### config.mk
export PLATFORM = sky130hd
export DESIGN_NAME = sr_latch_driver
export DESIGN_NICKNAME = d
export VERILOG_FILES = /design/src/rtl/sr_pkg.sv /design/src/rtl/sr_pulse_timer.sv /design/src/rtl/sr_latch_driver.sv
export SDC_FILE = /design/constraint.sdc
export NUM_CORES = 1
export LEC_CHECK = 0
export BUFFER_PORTS_ARGS = -buffer_cell sky130_fd_sc_hd__buf_4
export CAP_MARGIN = 5
export CORE_MARGIN = 3
export CORE_UTILIZATION = 53
export DETAILED_ROUTE_END_ITERATION = 10
export PLACE_DENSITY = 0.88
export SYNTH_ARGS = -nofsm -noshare
export SYNTH_HDL_FRONTEND = slang
export SYNTH_SLANG_ARGS = --single-unit
### constraint.sdc
create_clock -name clk -period 1.64 [get_ports clk]
set_input_delay 0.328 -clock clk [delete_from_list [all_inputs] [get_ports clk]]
set_output_delay 0.328 -clock clk [all_outputs]
set_load 0.05 [all_outputs]
### src/rtl/sr_pkg.sv
// ---------------------------------------------------------------------------
// sr_pkg
//   Shared definitions for the SR latch write driver.
//
//   Contents:
//     sr_state_e  - driver FSM state encoding
//     cnt_width() - width of the shared PULSE/SETTLE down-counter
// ---------------------------------------------------------------------------
package sr_pkg;

    // Fixed encodings: the latch bank debug taps decode these values, so
    // keep them explicit rather than letting the tool pick.
    typedef enum logic [1:0] {
        ST_IDLE   = 2'd0,
        ST_PULSE  = 2'd1,
        ST_SETTLE = 2'd2
    } sr_state_e;

    // Counter must hold the larger of the two phase lengths. A settle
    // length of zero still needs a legal (>=1 bit) counter.
    function automatic int cnt_width(input int pulse_cycles, input int settle_cycles);
        int m;
        m = (pulse_cycles > settle_cycles) ? pulse_cycles : settle_cycles;
        if (m < 1) begin
            return 1;
        end
        return $clog2(m + 1);
    endfunction

endpackage

### src/rtl/sr_pulse_timer.sv
// ---------------------------------------------------------------------------
// sr_pulse_timer
//   Loadable down-counter shared by the PULSE and SETTLE phases.
//   The owner loads it on entry to a phase; it then counts down and stops
//   at 1 (never wraps). done is high while the count is at (or below) 1,
//   i.e. during the final cycle of the phase.
//
//   Ports:
//     clk       in   rising-edge clock
//     rst_n     in   asynchronous reset, active-low (count -> 0)
//     load      in   load load_val this cycle (has priority over counting)
//     load_val  in   phase length in cycles
//     done      out  current cycle is the last one of the loaded phase
// ---------------------------------------------------------------------------
module sr_pulse_timer #(
    parameter int CW = 2
) (
    input  logic          clk,
    input  logic          rst_n,
    input  logic          load,
    input  logic [CW-1:0] load_val,
    output logic          done
);

    logic [CW-1:0] cnt_q;

    always_ff @(posedge clk or negedge rst_n) begin
        if (!rst_n) begin
            cnt_q <= '0;
        end else if (load) begin
            cnt_q <= load_val;
        end else if (cnt_q > CW'(1)) begin
            cnt_q <= cnt_q - CW'(1);
        end
    end

    // A count of 0 only exists out of reset; treat it as expired so a
    // stale counter can never stall the FSM.
    assign done = (cnt_q <= CW'(1));

endmodule

### src/rtl/sr_latch_driver.sv
// ---------------------------------------------------------------------------
// sr_latch_driver
//   Clocked write-side driver for a bank of cross-coupled NOR SR latches.
//   A valid/ready word write is turned into per-bit set/reset pulses that
//   only touch the bits that actually change. s and r are never high on
//   the same bit, stay frozen for the whole pulse window, and are followed
//   by an s=r=0 settle gap so every latch is back in hold before the next
//   write is accepted.
//
//   Parameters:
//     WIDTH          latches driven per write
//     PULSE_CYCLES   cycles s/r stay asserted per write (>=1)
//     SETTLE_CYCLES  cycles of s=r=0 after a pulse (>=0)
//     INIT           shadow value loaded at reset
//
//   Ports:
//     clk       in   rising-edge clock
//     rst_n     in   asynchronous reset, active-low
//     wr_valid  in   write request
//     wr_data   in   desired latch contents
//     wr_ready  out  write can be accepted this cycle
//     s         out  per-latch set pulses (registered)
//     r         out  per-latch reset pulses (registered)
//     q_shadow  out  driver's record of the latch contents
//     busy      out  a pulse or settle gap is in progress
// ---------------------------------------------------------------------------
module sr_latch_driver
    import sr_pkg::*;
#(
    parameter int               WIDTH         = 4,
    parameter int               PULSE_CYCLES  = 2,
    parameter int               SETTLE_CYCLES = 1,
    parameter logic [WIDTH-1:0] INIT          = '0
) (
    input  logic             clk,
    input  logic             rst_n,
    input  logic             wr_valid,
    input  logic [WIDTH-1:0] wr_data,
    output logic             wr_ready,
    output logic [WIDTH-1:0] s,
    output logic [WIDTH-1:0] r,
    output logic [WIDTH-1:0] q_shadow,
    output logic             busy
);

    localparam int CW = cnt_width(PULSE_CYCLES, SETTLE_CYCLES);

    // -----------------------------------------------------------------------
    // State and registers
    // -----------------------------------------------------------------------
    sr_state_e        state_q, state_d;
    logic             armed_q;      // low during reset and until the first edge after release
    logic [WIDTH-1:0] data_q;       // word captured at accept, committed to the shadow at pulse end
    logic [WIDTH-1:0] s_q, r_q;
    logic [WIDTH-1:0] shadow_q;

    // -----------------------------------------------------------------------
    // Control strobes from the FSM
    // -----------------------------------------------------------------------
    logic             accept;
    logic             need_pulse;
    logic             pulse_start;
    logic             pulse_end;
    logic             tmr_load;
    logic [CW-1:0]    tmr_val;
    logic             tmr_done;

    // -----------------------------------------------------------------------
    // Per-bit change masks. Bits already at the requested value get neither
    // set nor reset, so a latch that does not change is never disturbed.
    // set_m and clr_m are disjoint by construction, which is what keeps
    // s & r == 0 at the latch inputs.
    // -----------------------------------------------------------------------
    logic [WIDTH-1:0] set_m, clr_m;

    for (genvar i = 0; i < WIDTH; i++) begin : g_mask
        assign set_m[i] =  wr_data[i] & ~shadow_q[i];
        assign clr_m[i] = ~wr_data[i] &  shadow_q[i];
    end

    assign need_pulse = |(set_m | clr_m);

    // -----------------------------------------------------------------------
    // Handshake
    // -----------------------------------------------------------------------
    assign wr_ready = armed_q && (state_q == ST_IDLE);
    assign accept   = wr_valid && wr_ready;

    // -----------------------------------------------------------------------
    // Phase timer (shared between PULSE and SETTLE)
    // -----------------------------------------------------------------------
    sr_pulse_timer #(
        .CW (CW)
    ) u_timer (
        .clk      (clk),
        .rst_n    (rst_n),
        .load     (tmr_load),
        .load_val (tmr_val),
        .done     (tmr_done)
    );

    // -----------------------------------------------------------------------
    // FSM: state register
    // -----------------------------------------------------------------------
    always_ff @(posedge clk or negedge rst_n) begin
        if (!rst_n) begin
            state_q <= ST_IDLE;
        end else begin
            state_q <= state_d;
        end
    end

    // -----------------------------------------------------------------------
    // FSM: next state and control strobes
    // -----------------------------------------------------------------------
    always_comb begin
        state_d     = state_q;
        tmr_load    = 1'b0;
        tmr_val     = '0;
        pulse_start = 1'b0;
        pulse_end   = 1'b0;

        unique case (state_q)
            ST_IDLE: begin
                // A write that changes nothing is still consumed, it just
                // produces no pulse and the driver stays available.
                if (accept && need_pulse) begin
                    pulse_start = 1'b1;
                    tmr_load    = 1'b1;
                    tmr_val     = CW'(PULSE_CYCLES);
                    state_d     = ST_PULSE;
                end
            end

            ST_PULSE: begin
                if (tmr_done) begin
                    pulse_end = 1'b1;
                    if (SETTLE_CYCLES == 0) begin
                        state_d = ST_IDLE;
                    end else begin
                        tmr_load = 1'b1;
                        tmr_val  = CW'(SETTLE_CYCLES);
                        state_d  = ST_SETTLE;
                    end
                end
            end

            ST_SETTLE: begin
                if (tmr_done) begin
                    state_d = ST_IDLE;
                end
            end

            default: begin
                state_d = ST_IDLE;
            end
        endcase
    end

    // -----------------------------------------------------------------------
    // Ready arming: wr_ready is held low through reset and comes up on the
    // first clock edge after release.
    // -----------------------------------------------------------------------
    always_ff @(posedge clk or negedge rst_n) begin
        if (!rst_n) begin
            armed_q <= 1'b0;
        end else begin
            armed_q <= 1'b1;
        end
    end

    // -----------------------------------------------------------------------
    // s/r drive registers. Loaded once at pulse start and cleared once at
    // pulse end; nothing else touches them, so they cannot change inside a
    // pulse window and are zero through SETTLE and IDLE.
    // -----------------------------------------------------------------------
    always_ff @(posedge clk or negedge rst_n) begin
        if (!rst_n) begin
            s_q <= '0;
            r_q <= '0;
        end else if (pulse_start) begin
            s_q <= set_m;
            r_q <= clr_m;
        end else if (pulse_end) begin
            s_q <= '0;
            r_q <= '0;
        end
    end

    // -----------------------------------------------------------------------
    // Captured write data. Only sampled at accept, so upstream may change
    // wr_data freely while the driver is busy.
    // -----------------------------------------------------------------------
    always_ff @(posedge clk or negedge rst_n) begin
        if (!rst_n) begin
            data_q <= INIT;
        end else if (pulse_start) begin
            data_q <= wr_data;
        end
    end

    // -----------------------------------------------------------------------
    // Shadow of the latch contents. Updated only when the pulse has been
    // held for its full length, i.e. when the latches are known to have
    // flipped. A no-op write needs no update since the shadow already
    // matches.
    // -----------------------------------------------------------------------
    always_ff @(posedge clk or negedge rst_n) begin
        if (!rst_n) begin
            shadow_q <= INIT;
        end else if (pulse_end) begin
            shadow_q <= data_q;
        end
    end

    // -----------------------------------------------------------------------
    // Outputs
    // -----------------------------------------------------------------------
    assign s        = s_q;
    assign r        = r_q;
    assign q_shadow = shadow_q;
    assign busy     = (state_q != ST_IDLE);

endmodule

==> results.toml <==
[synth]
synth_seq_area_share = 0.471
yosysWarnings = 0
synth_flop_cell = "dfrtp_1"
syn-num-nets = 109
synth-async-reset-ratio = 1.00
netlist_area_um2 = 1110
avgSynthCellArea_um2 = 12.0
ys_seq_elements = 21
synth_cell_types = 25
synthCells = 93
synth-edff-count = 0

[worst_setup_path]
cp-startpoint = "q_shadow[1]"
slowest_stage = "dfrtp_2"
crit_type = "register to register"
crit_chain = "ha_1 > nand4_1 > nand4_4 > buf_4 > mux2i_1"
critPathMaxFanout = 7
cp.required_ns = 1.87
arrival_ns = 1.81
cp-start-kind = "register"
path_buf_inv = 1
critical_path.top_delay_family = "flip-flops"
r2r-start = "q_shadow[1]"
critical_path.endpoint_type = "register"
slowest_delay_ns = 0.44

[status]
status = "finished clean"

[global_routing]
track_usage = 0.180
grt_pass1_wl_mm = 3.52
grt.busiest_layer = "met2"
grt_pass1_vias = 772
met1_usage = 0.247
grt_use_met3 = 0.0344
antenna_found_initial = 0
grt_max_degree = 22
grtUsageMet2 = 0.280
overflow = 0

[placed_design]
dp_slack_ns = 0.0615
numPortBuffers = 20
hpwl_mm = 1.45
place.gp.congestion = 0.740

[sta]
fin_crit_sh = 0.963
finalSetupViolCount = 0
finClkSkew_ns = 0.00260
fmax_ghz = 0.633
finalCriticalPeriod_ns = 1.58
setup_tns_ns = 0
hold_viol_final = 0
whs_ns = 0.276
drv_slew = 0
fin_ws_ns = 0.0614

[drt]
drt-initial-drc-count = 10
drt-pass1-iter-count = 4
ant_nets = 0
avgRoutedWirePerCell_um = 13.1
route.detailed.drc = 0
via_per_inst = 5.03
drt_wl_total_mm = 1.93
num_vias = 740

[die]
coreArea_um2 = 1860
fp.dieH_um = 51.9
fp.dieArea_um2 = 2690
die_x_um = 51.9
std_cell_rows = 15
io-pin-count = 21
start_util = 0.600

[hold_path]
min_from = "wr_data[1]"
hp-class = "input pin to register"

[clock_network]
cts_tree = "built"
cts.sinks = 21
htreeDepth = 1
root_buffer = "clkbuf_4"
path_clk_slew_ns = 0.11
cts_buffers = 3
cts_buffer_depth = 2
clock_latency_ns = 0.30

[power_and_ir_drop]
p_per_area_nw_per_um2 = 2160
vdd.ir_drop.worst_v = 0.00162
p_leak_nw = 0.730
total_power_mw = 2.94

[finish]
drive_above_1_share = 0.385
diodes = 0
fin_nets = 139
synthToLayoutAreaGrowth_pct = 22.1

[run]
cap_violations = 0
-- final timing paths --
check | end | slack (ns) | cells past startpoint
max | s[2] | 0.06 | 5
min | data_q[1] | 0.28 | 2
max reg2reg | s[2] | 0.06 | 5
min reg2reg | q_shadow[2] | 0.52 | 1
max in group asynchronous | q_shadow[0] | 0.97 | 2
min in group asynchronous | armed_q | 0.43 | 2
-- through the flow --
stage          std cells  cell area, um2  utilization
6_report             147            1360        0.733
5_1_grt              147            1360        0.733
4_1_cts              143            1330        0.716
3_5_place_dp         138            1290        0.696
3_3_place_gp         138            1290        0.696
2_1_floorplan         93            1120            -
-- power by group --
group	total [mW]	switching [mW]	internal, mW	leakage [nW]
Sequential	0.942	0.174	0.768	0.258
Combinational	1.76	1.07	0.685	0.457
Clock	0.244	0.149	0.0947	0.0150
Total	2.94	1.40	1.55	0.730
-- layout by cell type, fill, tap and decap left out, types with 2 or more instances in the layout --
cell type and instances:
inv_1 18, dfrtp_2 5, o21ai_0 8, mux2_4 4
nand2_1 2, mux2i_1 9, ha_1 9, clkbuf_4 3
buf_4 27, dfrtp_1 16, mux2_2 4
-- routing by layer --
metal  share of wire  vias to the layer above  wire (um)
li1                -                      363          -
met3           0.045                        4         87
met5               0                        -          0
met4           0.015                        0         29
met2            0.49                       20        949
met1            0.45                      353        862
-- synth_stat cells (2+ instances only) --
cell type	number	area [um2]
dfrtp_1	21	526
inv_1	18	67.6
ha_1	9	113
mux2i_1	9	90.1
o21ai_0	8	40.0
mux2_2	4	45.0
mux2_4	4	60.1
buf_6	2	22.5
nand2_1	2	7.51
-- timing repair --
item,CTS,global route
hold buffers,1,0
setup buffers,0,4
setup endpoints to repair,0,4
endpoints found under the hold margin,21,0
resized for setup,0,1
-- registers in the layout (all words and copies together), names as in the netlist --
| name | count |
|---|---|
| armed_q | 1 |
| r | 4 |
| q_shadow | 4 |
| s | 4 |
| state_q | 2 |
| u_timer.cnt_q | 2 |
| data_q | 4 |
-- layout make-up --
cell class	instances	area (um2)
clock buffer	4	26.3
fill	130	497
inverter	18	67.6
multi-input combinational	51	492
sequential	21	532
tap	25	31.3
timing repair buffer	28	213
-- cell families after synthesis --
kind of cell / count (synthesis) / synth area share
buffers and inverters: 21 / 0.0875
AOI/OAI and AO/OA: 12 / 0.0595
adders and majority gates: 9 / 0.101
xor gates and xnor gates: 1 / 0.00786
and+or+nand+nor: 11 / 0.0943
DFF: 21 / 0.471
other: 1 / 0.00336
muxes: 17 / 0.175
No activity file was read; power rests on OpenSTA's default activity.
